==> src/rtl/seg_scan.sv <==
`default_nettype none
// -----------------------------------------------------------------------------
// seg_scan : time-multiplexed 7-segment scanner with tear-free frame snapshot
//            and per-digit blink.
// Revision : 1.0
// -----------------------------------------------------------------------------
module seg_scan #(
  parameter int DIGITS       = 6,
  parameter int SCAN_DIV     = 1000,
  parameter int BLANK        = 50,
  parameter int BLINK_FRAMES = 64
) (
  input  logic                  clk,
  input  logic                  rst_n,
  input  logic [8*DIGITS-1:0]   frame_i,
  input  logic [DIGITS-1:0]     blink_i,
  input  logic [7:0]            led_i,
  output logic [7:0]            seg_o,
  output logic [DIGITS-1:0]     dig_o,
  output logic [7:0]            led_o,
  output logic                  frame_tick_o
);

  localparam int PW = $clog2(SCAN_DIV);
  localparam int DW = (DIGITS > 1) ? $clog2(DIGITS) : 1;
  localparam int FW = (BLINK_FRAMES > 1) ? $clog2(BLINK_FRAMES) : 1;

  localparam logic [PW-1:0] PRE_LAST  = PW'(SCAN_DIV - 1);
  localparam logic [PW-1:0] BLANK_END = PW'(BLANK);
  localparam logic [DW-1:0] DSEL_LAST = DW'(DIGITS - 1);
  localparam logic [FW-1:0] FCNT_LAST = FW'(BLINK_FRAMES - 1);

  logic [PW-1:0]          pre;
  logic [DW-1:0]          dsel;
  logic [FW-1:0]          fcnt;
  logic                   phase;
  logic [DIGITS-1:0][7:0] snap;
  logic [DIGITS-1:0]      bsnap;

  logic                   pre_wrap;
  logic                   frame_end;
  logic [7:0]             seg_next;
  logic [DIGITS-1:0]      dig_next;

  assign pre_wrap  = (pre == PRE_LAST);
  assign frame_end = pre_wrap && (dsel == DSEL_LAST);

  // Blanked-by-blink digits keep their enable so slot timing is unchanged.
  always_comb begin
    seg_next = 8'hFF;
    dig_next = '1;
    if (pre >= BLANK_END) begin
      dig_next[dsel] = 1'b0;
      if (!(bsnap[dsel] && !phase)) begin
        seg_next = ~snap[dsel];
      end
    end
  end

  always_ff @(posedge clk or negedge rst_n) begin
    if (!rst_n) begin
      pre   <= '0;
      dsel  <= '0;
      fcnt  <= '0;
      phase <= 1'b1;
      snap  <= '0;
      bsnap <= '0;
    end else begin
      pre <= pre_wrap ? '0 : pre + PW'(1);
      if (pre_wrap) begin
        dsel <= (dsel == DSEL_LAST) ? '0 : dsel + DW'(1);
      end
      if (frame_end) begin
        snap  <= frame_i;
        bsnap <= blink_i;
        if (fcnt == FCNT_LAST) begin
          fcnt  <= '0;
          phase <= ~phase;
        end else begin
          fcnt <= fcnt + FW'(1);
        end
      end
    end
  end

  // Outputs are registered from the pre-edge counter state (one-cycle lag).
  always_ff @(posedge clk or negedge rst_n) begin
    if (!rst_n) begin
      seg_o        <= 8'hFF;
      dig_o        <= '1;
      led_o        <= 8'h00;
      frame_tick_o <= 1'b0;
    end else begin
      seg_o        <= seg_next;
      dig_o        <= dig_next;
      frame_tick_o <= frame_end;
      if (frame_end) begin
        led_o <= led_i;
      end
    end
  end

endmodule
`default_nettype wire

==> config.mk <==
export PLATFORM = sky130hd
export DESIGN_NAME = seg_scan
export DESIGN_NICKNAME = d
export VERILOG_FILES = /design/src/rtl/seg_scan.sv
export SDC_FILE = /design/constraint.sdc
export NUM_CORES = 1
export LEC_CHECK = 0
export ABC_CLOCK_PERIOD_IN_PS = 1800
export BUFFER_PORTS_ARGS = -buffer_cell sky130_fd_sc_hd__buf_4
export CORE_ASPECT_RATIO = 1.5
export CORE_MARGIN = 1.5
export CORE_UTILIZATION = 49
export DETAILED_ROUTE_END_ITERATION = 6
export MAX_ROUTING_LAYER = met4
export PLACE_DENSITY = 0.81
export SYNTH_ARGS = -nofsm -noshare
export SYNTH_HDL_FRONTEND = slang
export SYNTH_SLANG_ARGS = --single-unit
export TNS_END_PERCENT = 5
==> constraint.sdc <==
create_clock -name clk -period 1.8 [get_ports clk]
set_input_delay 0.36 -clock clk [delete_from_list [all_inputs] [get_ports clk]]
set_output_delay 0.36 -clock clk [all_outputs]
set_load 0.005 [all_outputs]
# Word level (Yosys, flattened, before mapping)
# Cells that the tools add are included.
[classes]
n_addsub = 3
n_mul = 0
div_mod_pow = 0
magnitude_cmp = 3
eq_ne = 3
n_shift = 0
n_mux = 12
n_bitwise = 3
n_reduce_logical = 5
[op_table]
columns = ["cell", "n"]
rows = [
  ["$bmux W8 S3", 1],
  ["$mux W8", 3],
  ["$mux W6", 2],
  ["$add A10 B1 Y10 const B", 1],
  ["$eq A10 B10 Y1 const B", 1],
  ["$ge A10 B6 Y1 const B", 1],
  ["$mux W10", 1],
  ["$not A8 Y8", 1],
  ["$add A6 B1 Y6 const B", 1],
  ["$eq A6 B6 Y1 const B", 1],
  ["$not A6 Y6", 1],
  ["$lt A3 B4 Y1 const B", 1],
  ["$add A3 B1 Y3 const B", 1],
  ["$bmux W1 S3", 1],
  ["$demux W1 S3", 1],
  ["$eq A3 B3 Y1 const B", 1],
  ["$ge A3 B1 Y1 const B", 1],
  ["$logic_and A1 B1 Y1", 3],
  ["$mux W3", 1],
  ["$mux W1", 2],
  ["$reduce_and A2 Y1", 1],
  ["$logic_not A1 Y1", 1],
  ["$not A1 Y1", 1],
]
[word_totals]
regBits = 97
latchBits = 0
ram_bits = 0
romBits = 0
inputBits = 64
output_inout_bits = 23
word_cells = 44
memories = 0

# Longest topological paths before layout
[logic_depth]
word_depth = 6
ltp_mapped = 8
ltp_nobuf = 6

# Worst setup path after synthesis
# OpenSTA, ideal clock, no wires.
[synth_path]
path_type = "register to register"
start = "register pre[0]"
end = "register dsel[2]"
setup_time_ps = 128
t_arrival_ps = 1554
slack_ps = 118
stages_incl_launch_ff = 7
synth_period_minus_slack_ps = 1682
cell_sequence = "dfrtp_1 > ha_1 > and4b_1 > and3_1 > buf_4 > nand2_1 > mux2_1"
[synth_between]
elab_chain_cells = 1
[synth_lines]
columns = ["item", "line_no", "rtl"]
rows = [
  ["from (decl)", "33", "logic [PW-1:0] pre;"],
  ["from (signal assigned)", "69", "pre <= pre_wrap ? '0 : pre + PW'(1);"],
  ["$eq A10 B10 Y1", "45", "assign pre_wrap = (pre == PRE_LAST);"],
  ["to (signal assigned)", "71", "dsel <= (dsel == DSEL_LAST) ? '0 : dsel + DW'(1);"],
  ["to (decl)", "34", "logic [DW-1:0] dsel;"],
]
# No other way between the ends.
# A chain may end at the register's enable or synchronous reset.

# Worst setup path in the final report
[layout_path]
start = "register pre[0]"
end = "register fcnt[5]"
[layout_between]
elab_chain_cells = 2
[layout_lines]
columns = ["item", "line_no", "rtl"]
rows = [
  ["$eq A10 B10 Y1", "45", ""],
  ["$logic_and A1 B1 Y1", "46", "assign frame_end = pre_wrap && (dsel == DSEL_LAST);"],
  ["to (signal assigned)", "80", "fcnt <= fcnt + FW'(1);"],
  ["to (decl)", "35", "logic [FW-1:0] fcnt;"],
]
# No other way between the ends.

==> impl_metrics.py <==
metrics = {
    "detailed_routing": {
        "num_vias": 3297,
        "drt_iter0_drc": 265,
        "via_per_inst": 5.14,
        "antenna_left": 0,
        "post_drt_wl_per_cell_um": 14.3,
        "drt_pass1_iterations": 4,
        "drc": 0,
        "wirelength_mm": 9.16,
    },
    "min_path": {
        "min_from": "frame_i[21]",
        "hold_class": "in2reg",
    },
    "layout": {
        "fillers": 687,
        "syn_to_final_growth_pct": 26.4,
        "antenna_cells": 0,
        "drive_above_1_share": 0.279,
        "final_nets": 596,
    },
    "worst_setup_path": {
        "timing.rr.start": "pre[0]",
        "crit_path_start_kind": "flip-flop",
        "critical_path_class": "reg2reg",
        "worst_setup_path_end_kind": "flip-flop",
        "cp_data_required_time_ps": 2020,
        "cp_max_fo": 15,
        "cp_slowest_cell": "dfrtp_1",
        "path_cells": "ha_2, and4b_2, nand4_1, buf_4, o31ai_2, o41ai_2",
        "critPathTopFamily": "flip-flops",
        "critPathBufInv": 1,
        "critPathLaunch": "pre[0]",
        "critPathMaxStageDelay_ps": 400,
        "cp.arrival_ps": 1920,
    },
    "timing": {
        "fin_worst_skew_ps": 8.54,
        "min_period_over_period": 0.946,
        "period_minus_slack_ps": 1700,
        "slew_violations": 0,
        "fmax_ghz": 0.587,
        "relSlewSlack": 0.741,
        "tightest_slew_ps": 387,
        "setup_viol": 0,
        "hold_viol_final": 0,
        "holdWs_ps": 210,
        "setup_ws_ps": 96.3,
    },
    "yosys": {
        "syn_nets": 501,
        "yosysUniqueCellTypes": 39,
        "ys_ff_latch": 97,
        "synthCells": 434,
        "ys_seq_area_frac": 0.577,
        "yosysWarnings": 0,
        "netlist_area_mm2": 0.00424,
        "yosys-top-cells-area": "dfrtp_1 (48%), nand2_1 (18%), dfstp_2 (9.3%)",
        "avgSynthCellArea_um2": 9.77,
        "synth.top_cell.area_share": 0.484,
        "yosys.area.top_type": "dfrtp_1",
    },
    "floorplanning": {
        "fp.dieW_um": 79.0,
        "num_io_pins": 87,
        "rows": 41,
        "core-area_mm2": 0.00841,
        "die_h_um": 117,
        "initial_core_util": 0.504,
        "dieArea_mm2": 0.00923,
    },
    "placement": {
        "io_buffers": 86,
        "gp_congestion": 0.850,
        "place_ws_ps": 57.3,
        "hpwl_mm": 6.69,
    },
    "grt": {
        "grt_pass1_wl_mm": 15.1,
        "grt_max_degree": 44,
        "grt_antenna_before_repair": 0,
        "grt_pass1_vias": 3260,
        "groute.usage.overall": 0.221,
        "overflow": 0,
    },
    "power_and_ir_drop": {
        "p_per_area_mw_per_mm2": 758,
        "leakage_nw": 2.50,
        "vdd_drop_max_v": 0.000476,
    },
    "cts": {
        "cts-htree-levels": 3,
        "cts_made_buffers": 9,
        "clock-root-buffer": "clkbuf_16",
        "path_clk_slew_ps": 60,
        "cts_tree": "built",
        "clk_latency_ps": 340,
        "clk_path_buf_depth": 2,
        "cts_num_sinks": 97,
    },
    "run": {
        "max_cap_viol_count": 0,
    },
    "run_status": {
        "status": "completed",
    },
}
worst paths after layout:
kind	to	cells past startpoint	slack, ps
max	fcnt[5]	6	100
min	snap[21]	3	210
max reg2reg	fcnt[5]	6	100
min reg2reg	snap[30]	2	460
max in group asynchronous	seg_o[0]	3	640
min in group asynchronous	snap[38]	2	490
cell families after synthesis:
logic type | Yosys count | share of synthesized area
and+or+nand+nor | 250 | 0.243
DFF | 97 | 0.577
buffers and inverters | 33 | 0.0401
AOI/OAI and AO/OA | 22 | 0.0386
muxes | 20 | 0.0743
xor gates and xnor gates | 9 | 0.0186
adders and majority gates | 3 | 0.00885
final cells by class:
cell class	count	area [um^2]	area share
clock inverter	3	17.5	0.00327
multi-input combinational	304	1630	0.304
clock buffer	13	250	0.0467
tap	107	134	0.0250
timing repair buffer	107	846	0.158
inverter	10	37.5	0.00700
sequential	97	2450	0.456
through the flow:
| step | cell area, um^2 | utilization | TNS, ps | power [mW] | std cells |
|---|---|---|---|---|---|
| after global placement | 5050 | 0.600 | 0 | 2.38 | 622 |
| after floorplan | 4240 | - | 0 | 2.22 | 434 |
| final | 5360 | 0.637 | 0 | 4.06 | 641 |
| after CTS | 5330 | 0.633 | 0 | 4.10 | 639 |
| after global routing | 5360 | 0.637 | -32.1 | 4.21 | 641 |
| after detailed placement | 5050 | 0.600 | 0 | 2.38 | 622 |
power breakdown:
part | internal, mW | switching [mW] | total [mW]
registers | 2.18 | 0 | 2.18
logic | 0.0949 | 0.0637 | 0.159
clock network | 0.970 | 0.753 | 1.72
synthesized netlist by cell type:
library cell,n
nand3b_1,1
and4_1,4
xor2_1,5
o22ai_1,8
o21ai_0,3
buf_6,2
nor4_1,3
nor2b_1,3
a31oi_1,1
o41ai_2,1
and3_1,2
clkbuf_1,6
and3b_1,1
a211oi_4,1
nand2_1,208
o21ai_1,2
inv_1,10
dfstp_2,15
and4b_1,1
o31ai_2,1
mux2i_1,9
o21a_1,1
mux4_2,9
buf_4,5
or3_1,3
a21oi_1,2
xnor2_1,4
dfrtp_1,82
nand2b_1,2
mux2_1,2
buf_2,10
and2b_1,1
nand4_1,5
ha_1,3
nand3_1,4
nor2_1,10
a2bb2oi_1,1
nor3_1,2
a21o_1,1
metal layers:
layer  share of wire  global-route usage
met3           0.037              0.0310
met2            0.54               0.379
met5               0                   -
met1            0.38               0.258
met4           0.035               0.101
sequential cells by signal, summed over array words and instances (netlist names):
name and flops:
bsnap 6, dig_o 6, dsel 3, fcnt 6
frame_tick_o 1, led_o 8, phase 1, pre 10
seg_o 8, snap 48
layout by cell type (no fill, tap or decap), types with 2 or more instances in the layout:
cell and n:
nand2_1 208, buf_4 101, dfrtp_1 82, dfstp_2 15, inv_1 10, nor2_1 10, mux4_2 9, mux2i_1 9
clkbuf_16 9, o22ai_1 8, nand4_1 5, xor2_1 5, nand3_1 4, xnor2_1 4, nor4_1 3, o21ai_0 3
or3_1 3, and4_1 3, nor2b_1 3, clkbuf_1 3, nand2b_1 2, nor3_1 2, and3_1 2, a21oi_1 2
mux2_1 2, o21ai_1 2, ha_1 2, clkinv_2 2, buf_6 2, buf_12 2
worst min-delay path: cells and delay by family:
| family | cells | cell delay (ps) |
|---|---|---|
| buffers and inverters | 1 | 70 |
| and+or+nand+nor | 2 | 90 |
what timing repair did:
action | CTS | global route
setup endpoints to repair | 0 | 52
hold endpoints to repair | 22 | 0
setup buffers | 0 | 2
gates resized for setup | 0 | 7
hold buffers | 1 | 0
Note: power is estimated with default switching activity, not from simulation.
